[config.mk]
export PLATFORM = sky130hd
export DESIGN_NAME = fetch_pc_unit_flat
export DESIGN_NICKNAME = d
export VERILOG_FILES = /design/src/rtl/fetch_pc_unit_if.sv /design/src/rtl/fetch_pc_unit.sv /design/src/flat_wrapper.sv
export SDC_FILE = /design/constraint.sdc
export NUM_CORES = 1
export LEC_CHECK = 0
export ABC_CLOCK_PERIOD_IN_PS = 4100
export BUFFER_PORTS_ARGS = -buffer_cell sky130_fd_sc_hd__buf_4
export CAP_MARGIN = 20
export CORE_ASPECT_RATIO = 0.5
export CORE_MARGIN = 10
export CORE_UTILIZATION = 35
export CTS_BUF_LIST = sky130_fd_sc_hd__clkbuf_8
export CTS_CLUSTER_SIZE = 24
export DETAILED_ROUTE_END_ITERATION = 12
export GPL_TIMING_DRIVEN = 0
export SLEW_MARGIN = 20
export SYNTH_ARGS = -nofsm -noshare
export SYNTH_HDL_FRONTEND = slang
export SYNTH_SLANG_ARGS = --single-unit
export TNS_END_PERCENT = 20
[constraint.sdc]
create_clock -name clk -period 4.1 [get_ports clk]
set_input_delay 0 -clock clk [delete_from_list [all_inputs] [get_ports clk]]
set_output_delay 0 -clock clk [all_outputs]
set_load 0.01 [all_outputs]
[src/rtl/fetch_pc_unit_if.sv]
// Fetch-stage bus: redirect/hazard controls in, imem address and IF/ID register out.
// The master modport is the surrounding pipeline; the slave modport is the fetch unit.
interface fetch_pc_unit_if;
  logic        stall;
  logic        flush;
  logic        branch_taken;
  logic [31:0] branch_base;
  logic [31:0] branch_offset;
  logic        jump;
  logic [25:0] jump_index;
  logic [31:0] jump_base;
  logic [31:0] imem_addr;
  logic [31:0] imem_rdata;
  logic [31:0] ifid_instr;
  logic [31:0] ifid_pc4;
  logic        ifid_valid;

  modport master (
    output stall, flush, branch_taken, branch_base, branch_offset,
           jump, jump_index, jump_base, imem_rdata,
    input  imem_addr, ifid_instr, ifid_pc4, ifid_valid
  );

  modport slave (
    input  stall, flush, branch_taken, branch_base, branch_offset,
           jump, jump_index, jump_base, imem_rdata,
    output imem_addr, ifid_instr, ifid_pc4, ifid_valid
  );
endinterface

[src/rtl/fetch_pc_unit.sv]
// MIPS instruction-fetch slice: PC register with branch/jump/stall next-PC mux,
// followed by the IF/ID pipeline register with stall and flush control.
module fetch_pc_unit #(
  parameter logic [31:0] RESET_PC = 32'h0000_0000
) (
  input  logic          clk,
  input  logic          reset,
  fetch_pc_unit_if.slave bus
);

  logic [31:0] r_pc;
  logic [31:0] r_ifid_instr;
  logic [31:0] r_ifid_pc4;
  logic        r_ifid_valid;

  logic [31:0] w_pc4;
  logic [31:0] w_branch_target;
  logic [31:0] w_jump_target;
  logic [31:0] w_pc_next;
  logic        w_redirect;
  logic        w_unused_jump_base;

  assign w_pc4           = r_pc + 32'd4;
  assign w_branch_target = bus.branch_base + bus.branch_offset;
  assign w_jump_target   = {bus.jump_base[31:28], bus.jump_index, 2'b00};
  assign w_redirect      = bus.branch_taken | bus.jump;
  assign w_unused_jump_base = ^bus.jump_base[27:0];

  // Branch beats jump (older instruction); any redirect beats stall.
  always_comb begin
    w_pc_next = w_pc4;
    if (bus.branch_taken) begin
      w_pc_next = w_branch_target;
    end else if (bus.jump) begin
      w_pc_next = w_jump_target;
    end else if (bus.stall) begin
      w_pc_next = r_pc;
    end
  end

  always_ff @(posedge clk) begin
    if (reset) begin
      r_pc         <= RESET_PC;
      r_ifid_instr <= 32'd0;
      r_ifid_pc4   <= 32'd0;
      r_ifid_valid <= 1'b0;
    end else begin
      r_pc <= w_pc_next;
      if (w_redirect || bus.flush) begin
        r_ifid_instr <= 32'd0;
        r_ifid_pc4   <= 32'd0;
        r_ifid_valid <= 1'b0;
      end else if (!bus.stall) begin
        r_ifid_instr <= bus.imem_rdata;
        r_ifid_pc4   <= w_pc4;
        r_ifid_valid <= 1'b1;
      end
    end
  end

  assign bus.imem_addr  = r_pc;
  assign bus.ifid_instr = r_ifid_instr;
  assign bus.ifid_pc4   = r_ifid_pc4;
  assign bus.ifid_valid = r_ifid_valid;

endmodule

[src/flat_wrapper.sv]
// flat-port wrapper written by rule: the top's interface ports become plain ports
module fetch_pc_unit_flat 
#(
  parameter logic [31:0] RESET_PC = 32'h0000_0000
)
  (clk, reset, bus_stall, bus_flush, bus_branch_taken, bus_branch_base, bus_branch_offset, bus_jump, bus_jump_index, bus_jump_base, bus_imem_rdata, bus_imem_addr, bus_ifid_instr, bus_ifid_pc4, bus_ifid_valid);
  fetch_pc_unit_if bus_i ();
  input  logic clk;
  input  logic reset;
  input wire logic [$bits(bus_i.stall)-1:0] bus_stall;
  input wire logic [$bits(bus_i.flush)-1:0] bus_flush;
  input wire logic [$bits(bus_i.branch_taken)-1:0] bus_branch_taken;
  input wire logic [$bits(bus_i.branch_base)-1:0] bus_branch_base;
  input wire logic [$bits(bus_i.branch_offset)-1:0] bus_branch_offset;
  input wire logic [$bits(bus_i.jump)-1:0] bus_jump;
  input wire logic [$bits(bus_i.jump_index)-1:0] bus_jump_index;
  input wire logic [$bits(bus_i.jump_base)-1:0] bus_jump_base;
  input wire logic [$bits(bus_i.imem_rdata)-1:0] bus_imem_rdata;
  output wire logic [$bits(bus_i.imem_addr)-1:0] bus_imem_addr;
  output wire logic [$bits(bus_i.ifid_instr)-1:0] bus_ifid_instr;
  output wire logic [$bits(bus_i.ifid_pc4)-1:0] bus_ifid_pc4;
  output wire logic [$bits(bus_i.ifid_valid)-1:0] bus_ifid_valid;
  assign bus_i.stall = bus_stall;
  assign bus_i.flush = bus_flush;
  assign bus_i.branch_taken = bus_branch_taken;
  assign bus_i.branch_base = bus_branch_base;
  assign bus_i.branch_offset = bus_branch_offset;
  assign bus_i.jump = bus_jump;
  assign bus_i.jump_index = bus_jump_index;
  assign bus_i.jump_base = bus_jump_base;
  assign bus_i.imem_rdata = bus_imem_rdata;
  assign bus_imem_addr = bus_i.imem_addr;
  assign bus_ifid_instr = bus_i.ifid_instr;
  assign bus_ifid_pc4 = bus_i.ifid_pc4;
  assign bus_ifid_valid = bus_i.ifid_valid;
  fetch_pc_unit #(.RESET_PC(RESET_PC)) u_core (.clk(clk), .reset(reset), .bus(bus_i));
endmodule
# [Word-level counts from Yosys, hierarchy flattened]
# Index checks and enable logic that the tools add are counted.
[totals] register_bits=97 inputBits=160 output_inout_bits=97 wordCells=13
[op_classes] add_sub_neg=2 eq_ne=1 muxes=3 bitwise=1 n_reduce_logical=2
[ops] operator="32-bit two-way mux" count=3
[ops] operator="32-bit by 3-bit adder with 32-bit output, second input constant" count=1
[ops] operator="32-bit adder" count=1
[ops] operator="3-bit by 1-bit inequality test with 1-bit output, second input constant" count=1
[ops] operator="2-bit OR reduction" count=1
[ops] operator="1-bit logical OR" count=1
[ops] operator="1-bit bitwise OR" count=1

# [Longest topological paths before layout]
# Gate-level depths: netlist (run 1).
[logic_depth] word_depth=4 mapped_depth=10 ltp_nobuf=10

# [Worst setup path after synthesis (run 1)]
# OpenSTA, ideal clock, no wires.
[synth_timing] path_kind="flip-flop to flip-flop" startpoint="register u_core.r_pc[2] (netlist: u_core.bus.imem_addr[2])" endpoint="register u_core.r_pc[12] (netlist: u_core.bus.imem_addr[12])" setup_time_ns=0.074 t_arrival_ns=1.901 required_ns=4.026 setup_slack_ns=2.124 stages_incl_launch_ff=9 path_buffers=0 period_less_slack_ns=1.976 cell_sequence="dfxtp_1 -> ha_1 -> nand2_1 -> nor2_4 -> and4_4 -> xor2_2 -> o22ai_1 -> or4_1 -> o21ai_0"
[synth_between] elab_chain_cells=4
[synth_lines] element="start, declared" line_no="fetch_pc_unit.sv:11" rtl="logic [31:0] r_pc;"
[synth_lines] element="start signal, assigned" line_no="fetch_pc_unit.sv:48" rtl="r_pc <= w_pc_next;"
[synth_lines] element="32-bit by 3-bit adder with 32-bit output" line_no="fetch_pc_unit.sv:23" rtl="assign w_pc4 = r_pc + 32'd4;"
[synth_lines] element="32-bit two-way mux" line_no="fetch_pc_unit.sv:36" rtl="end else if (bus.stall) begin"
[synth_lines] element="32-bit two-way mux" line_no="fetch_pc_unit.sv:34" rtl="end else if (bus.jump) begin"
[synth_lines] element="32-bit two-way mux" line_no="fetch_pc_unit.sv:32" rtl="if (bus.branch_taken) begin"
# No other way between the ends. The select of a mux whose other input is x is not followed.
# A chain may end at the register's enable or synchronous reset.

# [Final worst setup path (run 1)]
[layout_timing] startpoint="input port bus_branch_base[0]" endpoint="register u_core.r_pc[16] (netlist: u_core.bus.imem_addr[16])"
[layout_between] elab_chain_cells=2
[layout_lines] element="start, declared" line_no="flat_wrapper.sv:13" rtl="input wire logic [$bits(bus_i.branch_base)-1:0] bus_branch_base;"
[layout_lines] element="32-bit adder" line_no="fetch_pc_unit.sv:24" rtl="assign w_branch_target = bus.branch_base + bus.branch_offset;"
[layout_lines] element="32-bit two-way mux" line_no="fetch_pc_unit.sv:32"
# No other way between the ends.

==> results of run 1 <==
[placed cells by master (no fill, tap or decap), types with 4 or more instances in the layout]
master	synthesis	routed
buf_1	5	5
nand2b_1	9	9
or3_1	4	4
clkbuf_8	0	9
and3_1	16	16
xnor2_1	37	37
buf_4	4	231
a21oi_1	67	67
o22ai_1	14	14
a21o_1	6	6
ha_1	32	32
nor2_1	113	113
a31oi_1	11	11
o211ai_1	7	7
o21a_1	4	4
nor4_1	4	4
nand3_1	25	25
inv_1	16	18
o21bai_1	4	4
clkbuf_1	29	29
dlygate4sd3_1	0	48
nand2_1	79	79
dfxtp_1	97	97
nor3_1	9	9
a2111oi_0	4	4
buf_2	11	11
xor2_1	33	33
o21ai_0	30	30
nand4_1	11	11
a211oi_1	10	10
mux2i_1	48	48
[cell type report]
type                    count  area, um2
fillers                  1711       8580
flip-flops and latches     97       1940
repair buffers            275       2180
multi-input cells         635       4140
clock buffers               9        124
inverters                  17       63.8
well taps                 234        293
clock inverters             7       68.8
plain buffers              50        218
[routing by layer]
metal,up-vias,global-route usage
met5,-,0
met4,0,0.0455
met3,22,0.0361
met2,193,0.318
met1,3152,0.259
li1,3404,-
[how the worst min path moves through the flow]
stage                           endpoint  cells past startpoint          startpoint
2_1_floorplan   u_core.bus.ifid_instr[0]                      2   bus_imem_rdata[0]
3_3_place_gp   u_core.bus.ifid_instr[30]                      3  bus_imem_rdata[30]
3_5_place_dp   u_core.bus.ifid_instr[30]                      3  bus_imem_rdata[30]
4_1_cts         u_core.bus.imem_addr[18]                      4  bus_jump_index[16]
5_1_grt         u_core.bus.imem_addr[18]                      4  bus_jump_index[16]
6_report        u_core.bus.imem_addr[18]                      4  bus_jump_index[16]
[critical path, cell delays in order]
cell	delay (ns)
dlygate4sd3_1	0.53
buf_4	0.10
ha_1	0.20
inv_1	0.07
fa_1	0.38
nand2b_1	0.23
a211oi_2	0.25
o2111ai_1	0.20
o211ai_2	0.28
xor2_1	0.36
a21oi_1	0.12
nor3_1	0.17
[metrics by stage]
step	worst slack [ns]	utilization	std cells	cell area (um2)	total power, mW
finish	1.51	0.513	1324	9030	2.49
global route	1.25	0.513	1324	9030	2.61
CTS	1.55	0.513	1324	9030	2.49
detailed placement	1.67	0.474	1260	8360	1.81
global placement	1.61	0.474	1260	8360	1.81
floorplan	2.12	-	799	6360	1.49
[sequential cells by signal (all words and copies together), names as in the netlist]
register and flops:
u_core.bus.ifid_instr 32, u_core.bus.ifid_pc4 32, u_core.bus.imem_addr 32, u_core.bus.ifid_valid 1
[cell families (layout without fill, tap and decap cells)]
family	Yosys count	after routing	share of synthesized area
compound gates	187	187	0.186
xor+xnor	71	71	0.0990
fa+ha+maj	33	33	0.0661
buf+inv	67	358	0.0443
flops	97	97	0.305
mux	49	49	0.0773
simple gates	295	295	0.222
[power by group through the flow]
stage | clock network (mW) | logic [mW] | registers (mW)
after floorplan | 0 | 0.415 | 1.08
after global placement | 0 | 0.734 | 1.08
after detailed placement | 0 | 0.736 | 1.08
after CTS | 0.659 | 0.779 | 1.06
after global routing | 0.692 | 0.857 | 1.07
final | 0.648 | 0.785 | 1.06
==> reports/qor.txt, run 1 <==
CP Data Arrival Time = 2.88 ns
Number of hold buffers added after cts = 48
WL met2 = 11300 um
Die Ht = 115 um
NetSw = 0.851 mW
Clock slew seen by the registers of the worst setup and hold paths = 0.10 ns
Root buf cell = clkbuf_8
Starting DRT DRC Count = 499
Most frequent cells after synthesis = 113 x nor2_1, 97 x dfxtp_1, 79 x nand2_1
Lkg Pwr = 4.04 nW
First-pass GRT wire length = 37900 um
IO Pins = 257
Area grow syn2layout = 42.0%
CP Capture Point = u_core.bus.imem_addr[16]
Clock Power Share = 0.260
Max-cap violations = 0
Met3 wire len = 1200 um
Post-CTS Setup Bufs = 0
WHS = 0.0268 ns
Final Hold Fails = 0
CTS tree = done
Worst slew pin tran = 0.681 ns
Final wirelength = 24500 um
Avg Cell Area, Syn = 7.96 um2
# resized after CTS = 0
Crit start category = input port
Clk_skew = 0.0147 ns
Top Layer Used = met4
Outcome = completed
Tmin final = 2.59 ns
Flop-to-flop setup slack = 1.58 ns
Nets@finish = 1278
Tcrit/Tclk final = 0.631
Worst-path maximum fanout = 4
Ant diodes = 0
Antenna viol nets, final = 0
Layout cells sized above 1 = 0.254
Vias in the first global route = 6743
H-tree depth = 3
DRC = 0
Ys Warns = 0
Leading area contributor after synthesis = dfxtp_1
Worst Path Required = 4.39 ns
Largest net degree at the start of global routing = 17
CP startpoint = bus_branch_base[0]
Die area = 0.0243 mm2
Worst R2R Path Depth = 8
Post-Syn Area = 0.00636 mm2
Initial Utilization = 0.361
Hpwl dp = 19500 um
DR vias = 6771
Via/cell ratio = 5.11
Post-synth top area share = 0.305
Seq/Total Area, Yosys = 0.305
PwrDens = 276 mW/mm2
Ys async rst share = 0
Internal = 1.64 mW
Unique masters post-synth = 71
Worst Hold Class = in2reg
R2r startpoint = u_core.bus.imem_addr[2]
Most common cell in the netlist = nor2_1
Switching Share = 0.341
R2R Path End = u_core.bus.imem_addr[12]
Slew HR = 0.534
Total global routing overflow = 0
Die width = 211 um
Seq cells post-synth = 97
Peak VDD IR = 0.143 mV
Combinational share of power = 0.315
CTS sink cnt = 97
WL/cell = 18.5 um
Pins Over Slew Limit = 0
Mapped Nets = 992
Sequential power share = 0.425
Clock latency on the worst-skew pair = 0.37 ns
Fmax achieved = 386 MHz
FP Rows = 34
Num CTS Buffers = 9
Mapped Cells = 799
CP Class = in2reg
Placer congestion estimate = 0.907
Metal-1 WL = 11700 um
Final setup viols = 0
Initial DRT Pass Iterations = 5
Core Box Area = 0.0176 mm2
Synth top area cells = dfxtp_1 31%, mux2i_1 7.6%, nor2_1 6.7%
RSZ-0062 raised after global routing = false
Initial antenna violation count = 0
Ys flop type = dfxtp_1
Setup tns final = 0 ns
Post-synth EDFFs = 0
# port buffers = 227
CTS Buffer Depth = 2
Crit path capture type = flop
GRT Util Overall = 0.194
(Power assumes the default switching activity.)
==> run 2, diff against run 1 <==
--- a/config.mk
+++ b/config.mk
@@ -5,7 +5,7 @@
 export SDC_FILE = /design/constraint.sdc
 export NUM_CORES = 1
 export LEC_CHECK = 0
-export ABC_CLOCK_PERIOD_IN_PS = 4100
+export ABC_CLOCK_PERIOD_IN_PS = 2400
 export BUFFER_PORTS_ARGS = -buffer_cell sky130_fd_sc_hd__buf_4
 export CAP_MARGIN = 20
 export CORE_ASPECT_RATIO = 0.5
==> constraint.sdc (replaced) <==
create_clock -name clk -period 2.4 [get_ports clk]
set_input_delay 0 -clock clk [delete_from_list [all_inputs] [get_ports clk]]
set_output_delay 0 -clock clk [all_outputs]
set_load 0.01 [all_outputs]
==> reports/qor.txt, run 2 (synthesis gave the netlist of run 1 again) <==
First-pass GRT wire length = 37900 um (unchanged)
CTS sink cnt = 97 (unchanged)
Slowest cell on crit path = dfxtp_2
Met3 wire len = 1230 um (+2.6%)
Pins Over Slew Limit = 0 (unchanged)
Top Layer Used = met4
PwrDens = 471 mW/mm2 (+71%)
CP peak stage delay = 0.45 ns (-0.08 ns)
# port buffers = 227 (unchanged)
Worst slew pin tran = 0.667 ns (-0.0141 ns)
Post-CTS Setup Bufs = 0 (unchanged)
Setup tns final = 0 ns (unchanged)
DR vias = 6823 (+0.77%)
Die width = 211 um (unchanged)
Layout cells sized above 1 = 0.258 (+0.00391)
Clock latency on the worst-skew pair = 0.37 ns (about the same)
IO Pins = 257 (unchanged)
Hpwl dp = 19500 um (unchanged)
CP Cell Sequence = ha_2 -> nand2_1 -> nor2_4 -> and4_4 -> xor2_2 -> o22ai_1 -> or4_1 -> o21ai_0
Vias in the first global route = 6743 (unchanged)
Final Hold Fails = 0 (unchanged)
Initial Utilization = 0.361 (unchanged)
H-tree depth = 3 (unchanged)
WL met2 = 11300 um (-0.41%)
GRT Util Overall = 0.194 (unchanged)
Commonest non-fill, non-tap cell in the layout = buf_4
RSZ-0062 raised after global routing = true
CP Class = reg2reg
CTS tree = done
DRC = 0 (unchanged)
Peak VDD IR = 0.244 mV (+71%)
Final setup viols = 0 (unchanged)
Metal-1 WL = 11600 um (-0.59%)
Worst Hold Class = in2reg
Nets@finish = 1277 (-0.078%)
CTS Buffer Depth = 2 (unchanged)
CP Data Arrival Time = 2.60 ns (-0.28 ns)
Initial antenna violation count = 0 (unchanged)
Area grow syn2layout = 42.1% (about the same)
Root buf cell = clkbuf_8
Starting DRT DRC Count = 510 (+2.2%)
Tmin final = 2.31 ns
Placer congestion estimate = 0.907 (unchanged)
Die area = 0.0243 mm2 (unchanged)
Core Box Area = 0.0176 mm2 (unchanged)
Largest net degree at the start of global routing = 17 (unchanged)
Die Ht = 115 um (unchanged)
Fmax achieved = 433 MHz
Crit start category = flop
Lkg Pwr = 4.03 nW (-0.14%)
Ant diodes = 0 (unchanged)
Slew HR = 0.544 (+0.00962)
Worst-path maximum fanout = 8 (+4)
Antenna viol nets, final = 0 (unchanged)
Num CTS Buffers = 9 (unchanged)
Most frequent cells in the layout = 231 x buf_4, 113 x nor2_1, 95 x dfxtp_1
Total global routing overflow = 0 (unchanged)
Tcrit/Tclk final = 0.962
Max-cap violations = 0 (unchanged)
FP Rows = 34 (unchanged)
Outcome = completed
Crit path capture type = flop
Clk_skew = 0.0135 ns (-0.00117 ns)
WHS = 0.0190 ns (-0.00782 ns)
Worst Path Required = 2.70 ns (-1.69 ns)
Initial DRT Pass Iterations = 6 (+1)
Via/cell ratio = 5.16 (+0.84%)
Final wirelength = 24500 um (-0.14%)
Clock slew seen by the registers of the worst setup and hold paths = 0.10 ns (about the same)
WL/cell = 18.5 um (about the same)
Filler Cell Count = 1712 (+0.058%)
run 2: what timing repair did:
| action | in CTS | in global routing |
|---|---|---|
| resized for setup | 1 | 4 |
| setup endpoints to repair | 2 | 3 |
| hold endpoints to repair | 47 | 0 |
| hold buffers | 47 | 0 |
run 2: metrics by stage:
stage / total power [mW] / util / setup WS [ns] / instance area, um2 / instances
floorplan: 2.55 / - / 0.424 / 6360 / 799
global placement: 3.09 / 0.474 / -0.0907 / 8360 / 1260
detailed placement: 3.10 / 0.474 / -0.0269 / 8360 / 1260
CTS: 4.26 / 0.512 / 0.0537 / 9020 / 1323
global route: 4.47 / 0.513 / -0.0372 / 9030 / 1323
finish: 4.25 / 0.513 / 0.0921 / 9030 / 1323
run 2: routing by layer:
metal / track usage / up-vias
li1: - / 3406
met1: 0.259 / 3186
met5: 0 / -
met4: 0.0455 / 0
met3: 0.0361 / 28
met2: 0.318 / 203
run 2: path summary, 6_finish.rpt:
check	from	end	slack (ns)	cells after the start
setup reg to reg	u_core.bus.imem_addr[2]	u_core.bus.imem_addr[12]	0.09	8
hold reg to reg	u_core.bus.ifid_pc4[5]	u_core.bus.ifid_pc4[5]	0.46	2
hold / removal	bus_jump_index[16]	u_core.bus.imem_addr[18]	0.02	4
setup / recovery	u_core.bus.imem_addr[2]	u_core.bus.imem_addr[12]	0.09	8
run 2: area by class of cell:
class | count | area [um2] | share of cell area
inverter | 17 | 63.8 | 0.00706
multi-input combinational | 635 | 4150 | 0.459
clock inverter | 7 | 68.8 | 0.00762
timing repair buffer | 274 | 2170 | 0.241
sequential | 97 | 1940 | 0.215
buffer | 50 | 218 | 0.0241
tap | 234 | 293 | 0.0324
clock buffer | 9 | 124 | 0.0137
run 2: power by group:
| part | total, mW | switching, mW | internal, mW | leakage [nW] |
|---|---|---|---|---|
| Sequential | 1.81 | 0.127 | 1.68 | 0.791 |
| Combinational | 1.34 | 0.704 | 0.636 | 3.13 |
| Clock | 1.10 | 0.617 | 0.486 | 0.107 |
run 2: critical path: cells and delay by family (launching register included):
family / cells / cell delay, ns
AND/OR/NAND/NOR: 4 / 1.10
flip-flops: 1 / 0.45
adder cells (fa/ha/maj): 1 / 0.27
AO/OA/AOI/OAI: 2 / 0.21
XOR/XNOR: 1 / 0.20
==> run 3, diff against run 2 <==
--- a/config.mk
+++ b/config.mk
@@ -5,7 +5,7 @@
 export SDC_FILE = /design/constraint.sdc
 export NUM_CORES = 1
 export LEC_CHECK = 0
-export ABC_CLOCK_PERIOD_IN_PS = 2400
+export ABC_CLOCK_PERIOD_IN_PS = 2100
 export BUFFER_PORTS_ARGS = -buffer_cell sky130_fd_sc_hd__buf_4
 export CAP_MARGIN = 20
 export CORE_ASPECT_RATIO = 0.5
@@ -15,6 +15,7 @@
 export CTS_CLUSTER_SIZE = 24
 export DETAILED_ROUTE_END_ITERATION = 12
 export GPL_TIMING_DRIVEN = 0
+export SETUP_SLACK_MARGIN = 0.5
 export SLEW_MARGIN = 20
 export SYNTH_ARGS = -nofsm -noshare
 export SYNTH_HDL_FRONTEND = slang
==> constraint.sdc (replaced) <==
create_clock -name clk -period 2.1 [get_ports clk]
set_input_delay 0 -clock clk [delete_from_list [all_inputs] [get_ports clk]]
set_output_delay 0 -clock clk [all_outputs]
set_load 0.01 [all_outputs]
==> reports/qor.txt, run 3 (synthesis gave the netlist of run 1 again) <==
Outcome = completed
Initial DRT Pass Iterations = 5 (-1)
Crit start category = flop
Final Hold Fails = 0 (unchanged)
CTS sink cnt = 97 (unchanged)
Die width = 211 um (unchanged)
Vias in the first global route = 6957 (+3.2%)
Hpwl dp = 19700 um (+0.83%)
Placer congestion estimate = 0.884 (-2.6%)
Tot Pwr = 4.94 mW (+16%)
Area grow syn2layout = 51.5%
Die Ht = 115 um (unchanged)
Root buf cell = clkbuf_8
Flop-to-flop setup slack = 0.14 ns (+0.05 ns)
DR vias = 7021 (+2.9%)
WL/cell = 18.6 um (+0.25%)
Slew HR = 0.552 (+0.00820)
Final wirelength = 25300 um (+3.1%)
Hold path endpoint = u_core.bus.imem_addr[2]
CP peak stage delay = 0.38 ns (-0.07 ns)
RSZ-0062 raised after global routing = true
Starting DRT DRC Count = 566 (+11%)
Initial antenna violation count = 0 (unchanged)
First-pass GRT wire length = 38800 um (+2.3%)
Worst Hold Path Cells = 5 (+1)
Num CTS Buffers = 9 (unchanged)
Initial Utilization = 0.361 (unchanged)
Filler Cell Count = 1671 (-2.4%)
Crit path capture type = flop
DRC = 0 (unchanged)
CP Class = reg2reg
Worst Path Required = 2.37 ns (-0.33 ns)
CP delay by family, top = simple AND/OR/NAND/NOR gates
Pins Over Slew Limit = 0 (unchanged)
CTS tree = done
CTS Buffer Depth = 2 (unchanged)
IO Pins = 257 (unchanged)
NetSw = 1.75 mW (+21%)
H-tree depth = 3 (unchanged)
CP Cell Sequence = nand4_4 -> buf_4 -> nor4b_4 -> nand4_1 -> xnor2_1 -> mux2i_1 -> o32a_1 -> nand2_1
Clock slew seen by the registers of the worst setup and hold paths = 0.10 ns (about the same)
Internal = 3.19 mW (+14%)
# port buffers = 227 (unchanged)
CP Data Arrival Time = 2.23 ns (-0.37 ns)
Critical path buffer and inverter count = 1 (+1)
Peak VDD IR = 0.295 mV (+21%)
Total global routing overflow = 0 (unchanged)
Critical path depth in cells = 8 (unchanged)
PwrDens = 512 mW/mm2 (+8.9%)
Worst-path maximum fanout = 7 (-1)
Final core utilization = 0.547 (+0.0342)
Die area = 0.0243 mm2 (unchanged)
GRT Util Overall = 0.199 (+0.00480)
Final setup viols = 0 (unchanged)
Layout cells sized above 1 = 0.333 (+0.0747)
FP Rows = 34 (unchanged)
Lkg Pwr = 4.33 nW (+7.4%)
Core Box Area = 0.0176 mm2 (unchanged)
Worst hold start = bus_jump_index[0]
Max-cap violations = 0 (unchanged)
Largest net degree at the start of global routing = 19 (+2)
Sequential power share = 0.418 (-0.008)
Combinational share of power = 0.338 (+0.023)
Switching Share = 0.354 (+0.0139)
Via/cell ratio = 5.16 (about the same)
Tmin final = 1.96 ns (-0.349 ns)
Antenna viol nets, final = 0 (unchanged)
Clock Power Share = 0.244 (-0.015)
Worst slew pin tran = 0.669 ns (+0.00247 ns)
Clk_skew = 0.0135 ns (-0.0000954 ns)
Worst R2R Path Depth = 8 (unchanged)
Tcrit/Tclk final = 0.933 (-0.0286)
Slowest cell on crit path = dfxtp_4
Clock latency on the worst-skew pair = 0.38 ns (about the same)
Commonest non-fill, non-tap cell in the layout = buf_4
Ant diodes = 0 (unchanged)
Worst Hold Class = in2reg
Most frequent cells in the layout = 266 x buf_4, 113 x nor2_1, 76 x nand2_1
R2R Path End = u_core.bus.imem_addr[28]
R2r startpoint = u_core.bus.imem_addr[11]
Fmax achieved = 510 MHz (+18%)
Nets@finish = 1315 (+3.0%)
[run 3: cell count changes in the layout (fill, tap and decap cells not counted), moves of 3 or more]
cell      change
xnor2_2       +3
dfxtp_4      +18
xnor2_1       -3
clkbuf_1      -4
clkbuf_2      +3
buf_4        +35
inv_1         -3
nand2_1       -3
buf_6         +5
nand3_1       -3
dfxtp_2       +3
dfxtp_1      -21
[run 3: worst max-delay path by stage]
stage                                        start                       end  slack [ns]
after floorplan               bus_branch_offset[0]  u_core.bus.imem_addr[24]        0.25
after global placement       bus_branch_offset[14]  u_core.bus.imem_addr[31]       -0.30
after detailed placement     bus_branch_offset[10]  u_core.bus.imem_addr[31]       -0.30
after CTS                    bus_branch_offset[14]  u_core.bus.imem_addr[29]        0.21
after global routing       u_core.bus.imem_addr[9]  u_core.bus.imem_addr[31]        0.05
final                     u_core.bus.imem_addr[11]  u_core.bus.imem_addr[28]        0.14
[run 3: timing repair]
| item | in CTS | in global routing |
|---|---|---|
| setup endpoints to repair | 46 | 53 |
| pin swaps | 30 | 11 |
| setup buffers | 34 | 4 |
| hold endpoints to repair | 47 | 0 |
| hold buffers | 47 | 0 |
| gates resized for setup | 58 | 17 |
[run 3: worst register-to-register path: cells and delay by family, from the launching register on]
family / cells / cell delay (ns)
and+or+nand+nor: 4 / 0.67
DFF: 1 / 0.38
muxes: 1 / 0.23
buffers and inverters: 1 / 0.21
AOI/OAI and AO/OA: 1 / 0.20
xor gates and xnor gates: 1 / 0.16
[run 3: per-stage QoR]
stage          instance area, um2  hold slack, ns  worst slack [ns]  cells  setup TNS (ns)
2_1_floorplan                6440           0.144             0.253    799               0
3_3_place_gp                 8430           0.234            -0.303   1260           -1.57
3_5_place_dp                 8430           0.242            -0.301   1260           -1.90
4_1_cts                      9540          0.0164             0.210   1357               0
5_1_grt                      9640          0.0481            0.0490   1361               0
6_report                     9640          0.0364             0.141   1361               0
[run 3: power by group through the flow]
stage	combinational, mW	sequential, mW	clock [mW]
4_1_cts	1.65	2.06	1.23
6_report	1.67	2.06	1.20
3_3_place_gp	1.44	2.11	0
5_1_grt	1.82	2.07	1.30
2_1_floorplan	0.822	2.11	0
3_5_place_dp	1.45	2.11	0
[run 3: metal layers]
| layer | vias up | wire (um) | global-route usage |
|---|---|---|---|
| met2 | 203 | 11800 | 0.335 |
| li1 | 3479 | - | - |
| met1 | 3321 | 12000 | 0.263 |
| met3 | 18 | 1200 | 0.0348 |
| met5 | - | 0 | 0 |
| met4 | 0 | 277 | 0.0388 |
[run 3: final cells by class]
type	instances	area, um2	area share
plain buffers	50	244	0.0253
clock buffers	9	124	0.0129
clock inverters	7	61.3	0.00636
inverters	17	63.8	0.00662
multi-input cells	635	4370	0.453
flip-flops and latches	97	2020	0.209
well taps	234	293	0.0304
repair buffers	312	2470	0.256
